[src/rtl/mips_pkg.sv]
// Shared definitions for the MIPS pipeline: data widths, PC step and the
// fetch-stage FSM state encoding.
package mips_pkg;

    localparam int unsigned INSTR_W = 32;
    localparam int unsigned ADDR_W  = 32;

    localparam logic [ADDR_W-1:0] PC_STEP = 32'd4;

    // IDLE: nothing outstanding; WAIT: one accepted request in flight;
    // DROP: in-flight response belongs to a squashed path and is discarded.
    typedef enum logic [1:0] {
        StIdle = 2'd0,
        StWait = 2'd1,
        StDrop = 2'd2
    } fetch_state_e;

endpackage

[src/rtl/ifetch_fifo.sv]
// Prefetch queue: DEPTH-entry synchronous FIFO of {instr, pc}.
// Flush has priority over push. Reset clears the storage so the head reads 0.
module ifetch_fifo import mips_pkg::*; #(
    parameter int unsigned DEPTH = 4,
    localparam int unsigned PTR_W = $clog2(DEPTH),
    localparam int unsigned CNT_W = $clog2(DEPTH) + 1
) (
    input  logic               clk,
    input  logic               rst,
    input  logic               i_push,
    input  logic               i_pop,
    input  logic               i_flush,
    input  logic [INSTR_W-1:0] i_instr,
    input  logic [ADDR_W-1:0]  i_pc,
    output logic [INSTR_W-1:0] o_head_instr,
    output logic [ADDR_W-1:0]  o_head_pc,
    output logic [CNT_W-1:0]   o_count
);

    logic [INSTR_W-1:0] r_instr [DEPTH];
    logic [ADDR_W-1:0]  r_pc    [DEPTH];
    logic [PTR_W-1:0]   r_wr_ptr;
    logic [PTR_W-1:0]   r_rd_ptr;
    logic [CNT_W-1:0]   r_count;

    // Storage, pointers and occupancy; pointers wrap since DEPTH is a power of two.
    always_ff @(posedge clk or negedge rst) begin
        if (!rst) begin
            for (int i = 0; i < DEPTH; i++) begin
                r_instr[i] <= '0;
                r_pc[i]    <= '0;
            end
            r_wr_ptr <= '0;
            r_rd_ptr <= '0;
            r_count  <= '0;
        end else if (i_flush) begin
            r_wr_ptr <= '0;
            r_rd_ptr <= '0;
            r_count  <= '0;
        end else begin
            if (i_push) begin
                r_instr[r_wr_ptr] <= i_instr;
                r_pc[r_wr_ptr]    <= i_pc;
                r_wr_ptr          <= r_wr_ptr + PTR_W'(1);
            end
            if (i_pop) begin
                r_rd_ptr <= r_rd_ptr + PTR_W'(1);
            end
            r_count <= r_count + CNT_W'(i_push) - CNT_W'(i_pop);
        end
    end

    assign o_head_instr = r_instr[r_rd_ptr];
    assign o_head_pc    = r_pc[r_rd_ptr];
    assign o_count      = r_count;

endmodule

[src/rtl/ifetch_unit.sv]
// Instruction fetch stage with prefetch queue. One outstanding imem request,
// redirects flush the queue and squash the in-flight response.
// Optional build macro IFETCH_BYPASS_EN: forward a response straight to the
// output when the queue is empty (0-cycle latency); otherwise 1-cycle latency.
module ifetch_unit import mips_pkg::*; #(
    parameter int unsigned       DEPTH    = 4,
    parameter logic [ADDR_W-1:0] RESET_PC = 32'h0000_0000
) (
    input  logic               clk,
    input  logic               rst,
    output logic               imem_req,
    output logic [ADDR_W-1:0]  imem_addr,
    input  logic               imem_ready,
    input  logic               imem_rvalid,
    input  logic [INSTR_W-1:0] imem_rdata,
    input  logic               redirect,
    input  logic [ADDR_W-1:0]  redirect_pc,
    output logic               out_valid,
    output logic [INSTR_W-1:0] out_instr,
    output logic [ADDR_W-1:0]  out_pc,
    input  logic               out_ready
);

    localparam int unsigned CNT_W = $clog2(DEPTH) + 1;

    fetch_state_e       r_state;
    logic [ADDR_W-1:0]  r_fetch_pc;
    logic [ADDR_W-1:0]  r_pend_pc;

    logic [CNT_W-1:0]   w_count;
    logic [INSTR_W-1:0] w_head_instr;
    logic [ADDR_W-1:0]  w_head_pc;
    logic               w_fifo_valid;
    logic               w_fire;
    logic               w_rsp;
    logic               w_byp;
    logic               w_push;
    logic               w_pop;
    logic               w_unused_pc_lsb;

    assign w_unused_pc_lsb = ^redirect_pc[1:0];

    // In IDLE nothing is in flight, so count alone bounds the space check.
    // Gating with rst keeps the request low while reset is asserted.
    assign imem_req  = rst && !redirect && (r_state == StIdle) && (w_count < CNT_W'(DEPTH));
    assign imem_addr = r_fetch_pc;
    assign w_fire    = imem_req && imem_ready;

    // A live response: only WAIT responses are real; IDLE ones are stray.
    assign w_rsp = (r_state == StWait) && imem_rvalid && !redirect;

`ifdef IFETCH_BYPASS_EN
    assign w_byp = w_rsp && (w_count == '0);
`else
    assign w_byp = 1'b0;
`endif

    assign w_fifo_valid = (w_count != '0);
    assign w_push       = w_rsp && !(w_byp && out_ready);
    assign w_pop        = w_fifo_valid && out_ready;

    assign out_valid = w_fifo_valid || w_byp;
    assign out_instr = w_byp ? imem_rdata : w_head_instr;
    assign out_pc    = w_byp ? r_pend_pc  : w_head_pc;

    // Fetch PC, outstanding-request tracker and request FSM.
    always_ff @(posedge clk or negedge rst) begin
        if (!rst) begin
            r_state    <= StIdle;
            r_fetch_pc <= RESET_PC;
            r_pend_pc  <= '0;
        end else if (redirect) begin
            r_fetch_pc <= {redirect_pc[ADDR_W-1:2], 2'b00};
            // A response landing with the redirect is the one being squashed,
            // so there is nothing left to drop.
            if (r_state != StIdle) begin
                r_state <= imem_rvalid ? StIdle : StDrop;
            end
        end else begin
            unique case (r_state)
                StIdle: begin
                    if (w_fire) begin
                        r_pend_pc  <= r_fetch_pc;
                        r_fetch_pc <= r_fetch_pc + PC_STEP;
                        r_state    <= StWait;
                    end
                end
                StWait: if (imem_rvalid) r_state <= StIdle;
                StDrop: if (imem_rvalid) r_state <= StIdle;
                default: r_state <= StIdle;
            endcase
        end
    end

    ifetch_fifo #(
        .DEPTH (DEPTH)
    ) u_fifo (
        .clk          (clk),
        .rst          (rst),
        .i_push       (w_push),
        .i_pop        (w_pop),
        .i_flush      (redirect),
        .i_instr      (imem_rdata),
        .i_pc         (r_pend_pc),
        .o_head_instr (w_head_instr),
        .o_head_pc    (w_head_pc),
        .o_count      (w_count)
    );

endmodule

[config.mk]
export PLATFORM = sky130hd
export DESIGN_NAME = ifetch_unit
export DESIGN_NICKNAME = d
export VERILOG_FILES = /design/src/rtl/mips_pkg.sv /design/src/rtl/ifetch_fifo.sv /design/src/rtl/ifetch_unit.sv
export SDC_FILE = /design/constraint.sdc
export NUM_CORES = 1
export LEC_CHECK = 0
export CAP_MARGIN = 20
export CORE_UTILIZATION = 25
export CTS_CLUSTER_DIAMETER = 200
export DETAILED_ROUTE_END_ITERATION = 10
export HOLD_SLACK_MARGIN = 0.05
export SYNTH_ARGS = -nofsm -noshare
export SYNTH_HDL_FRONTEND = slang
export SYNTH_SLANG_ARGS = --single-unit
[constraint.sdc]
create_clock -name clk -period 2.23 [get_ports clk]
set_input_delay 0.3345 -clock clk [delete_from_list [all_inputs] [get_ports clk]]
set_output_delay 0.3345 -clock clk [all_outputs]
set_load 0.01 [all_outputs]
==> reports/metrics.yaml <==
ant_nets: 0
crit_fanout: 9
leakage_nw: 8.71
antenna_found_initial: 0
critical_path.slowest_cell: "dfrtp_4"
die_y_um: 240
synth_seq_area_share: 0.562
violations: "negative setup slack"
pwr_density_cell_nw_per_um2: 1040
drt_iter0_drc: 373
die_area_um2: 57400
cts.sinks: 317
vdd_ir_drop_max_mv: 0.466
slowest_delay_ns: 0.51
synthTopCellsByCount: "dfrtp_1 (317), mux2_2 (246), nand2_1 (121)"
worst_pin_slew_ns: 0.846
cts-buffers-inserted: 37
netlist_area_um2: 14100
post_drt_wl_per_cell_um: 18.2
htree_levels: 2
rows: 86
initial_core_util: 0.255
rsz0062_at_grt: "true"
crit_cells: 5
syn_inst: 998
finalCriticalPeriod_ns: 2.40
clockBufferDepth: 3
vias_per_cell: 4.53
syn_area_per_cell_um2: 14.1
synth_ff_type: "dfrtp_1"
cp-start-kind: "flip-flop"
path_buf_inv: 4
core-area_um2: 55400
grt_start_max_net_pins: 145
grt_overflow: 0
worstHoldPathCells: 3
drv_cap: 0
synth_edf_count: 0
maxSlewViolCount: 0
min_path_type: "input pin to flip-flop"
worstPathArrival_ns: 2.06
synth_cell_types: 51
cp.required_ns: 1.90
wirelength_um: 36500
synth-seq-cells: 317
run_status: "finished, violations left"
hold_viol: 0
rr_worst_depth: 8
crit_family: "buffers and inverters"
fin_nets: 1312
drc: 0
grt.total_usage: 0.130
synth_warnings: 0
io_pins: 168
setup_viol: 61
cts_tree: "done"
cts.clk_slew.worst_paths_ns: 0.06
cts-root-buf: "clkbuf_16"
dp_slack_ns: -0.140
die_x_um: 240
vias: 9077
dp_hpwl_um: 23700
relSlewSlack: 0.436
layout_setup_ws_ns: -0.169
gp_congestion: 0.809
synthArstFlopShare: 1.00
worstPathCellList: "buf_4 -> buf_12 -> buf_16 -> mux4_2 -> buf_6"
synth.top_cell.area_share: 0.562
io_buffers: 161
grt_pass1_wl_um: 57300
syn2layout_area_growth_pct: 32.4
insertion_delay_ns: 0.54
endpoint_kind: "output pin"
drive_gt1_frac: 0.431
grt_pass1_vias: 9715
period_share: 1.08
synth_top_area_cell: "dfrtp_1"
n_antenna_cell: 0
synth_area_leaders: "dfrtp_1 (56%), mux2_2 (20%), mux4_2 (9.9%)"
yosysMostFrequentCell: "dfrtp_1"
final_util: 0.337
clock_skew_ns: 0.0206
dr.pass1.iters: 4
max_freq_mhz: 417
path_class: "flip-flop to output pin"
## flip-flops by register name, summed over array words and instances, names as in the netlist
name and flops:
u_fifo.r_instr 128, u_fifo.r_pc 120, imem_addr 30, r_pend_pc 30, u_fifo.o_count 3, r_state 2
u_fifo.r_rd_ptr 2, u_fifo.r_wr_ptr 2
## what timing repair did
item                                   4_1_cts  5_1_grt
hold buffers                                 1        0
buffers inserted                            19        3
pin swaps                                    1        1
endpoints found under the hold margin      266        0
setup endpoints to repair                   64       67
cloned                                       3        1
gates resized for setup                    323       23
## worst reg2reg max path, delay by kind of cell, from the launching register on
family | cells | cell delay [ns]
adder cells (fa/ha/maj) | 3 | 0.90
buffers and inverters | 2 | 0.10
flip-flops | 1 | 0.38
AND/OR/NAND/NOR | 3 | 0.60
## placed cells by master (no fill, tap or decap), drive strengths merged, types with 5 or more instances in the layout
cell type	n
dfrtp	317
mux2	246
buf	156
nand2	125
clkdlybuf4s50	96
mux4	62
clkbuf	53
nor2	25
o21ai	21
nand3	17
inv	16
nand4	12
o211ai	9
ha	9
nor3	9
a21oi	8
xnor2	7
clkinv	7
o311ai	5
## cell type report
class	instances	area [um2]
fillers	5464	36700
flip-flops and latches	317	7940
multi-input cells	609	5870
repair buffers	255	2750
clock buffers	52	1040
well taps	748	936
clock inverters	12	106
inverters	12	45.0
## path summary, 6_finish.rpt
check	startpoint	end	slack, ns
min in group asynchronous	rst	u_fifo.r_pc[78]$_DFFE_PN0P_	0.55
worst min-delay path	redirect_pc[8]	imem_addr[8]$_DFFE_PN0P_	0.35
worst min register to register	u_fifo.r_pc[125]$_DFFE_PN0P_	u_fifo.r_pc[125]$_DFFE_PN0P_	0.48
worst max-delay path	u_fifo.r_rd_ptr[0]$_DFFE_PN0P_	out_pc[28]	-0.17
worst max register to register	u_fifo.o_count[2]$_DFF_PN0_	u_fifo.o_count[1]$_DFF_PN0_	0.13
max in group asynchronous	rst	u_fifo.r_pc[121]$_DFFE_PN0P_	0.85
## kinds of logic after synthesis
| family | share of synthesized area |
|---|---|
| muxes | 0.296 |
| other | 0.000266 |
| and+or+nand+nor | 0.0678 |
| DFF | 0.562 |
| AOI/OAI and AO/OA | 0.0316 |
| buffers and inverters | 0.0262 |
| adders and majority gates | 0.00940 |
| xor gates and xnor gates | 0.00683 |
## metal layers
layer | part of all wire | up-vias | GRT usage
met4 | 0.020 | 0 | 0.0418
li1 | - | 4117 | -
met2 | 0.47 | 206 | 0.208
met3 | 0.047 | 39 | 0.0281
met5 | 0 | - | 0
met1 | 0.46 | 4715 | 0.175
## where the power goes
group / switching [mW] / leakage, nW / total (mW) / internal (mW)
registers: 0.846 / 4.25 / 7.60 / 6.75
logic: 2.44 / 3.88 / 6.02 / 3.57
clock network: 2.42 / 0.571 / 5.82 / 3.39
## through the flow
stage / hold slack (ns) / TNS [ns] / instances / cell area [um2] / power (mW)
finish: 0.354 / -6.49 / 2005 / 18700 / 19.4
global route: 0.341 / -10.98 / 2005 / 18700 / 20.6
CTS: 0.313 / -10.01 / 2002 / 18600 / 19.6
detailed placement: 0.469 / -1.83 / 1916 / 17200 / 13.1
global placement: 0.458 / -0.682 / 1916 / 17200 / 13.0
floorplan: 0.0389 / 0 / 1001 / 14100 / 10.3
(Power assumes the default switching activity.)
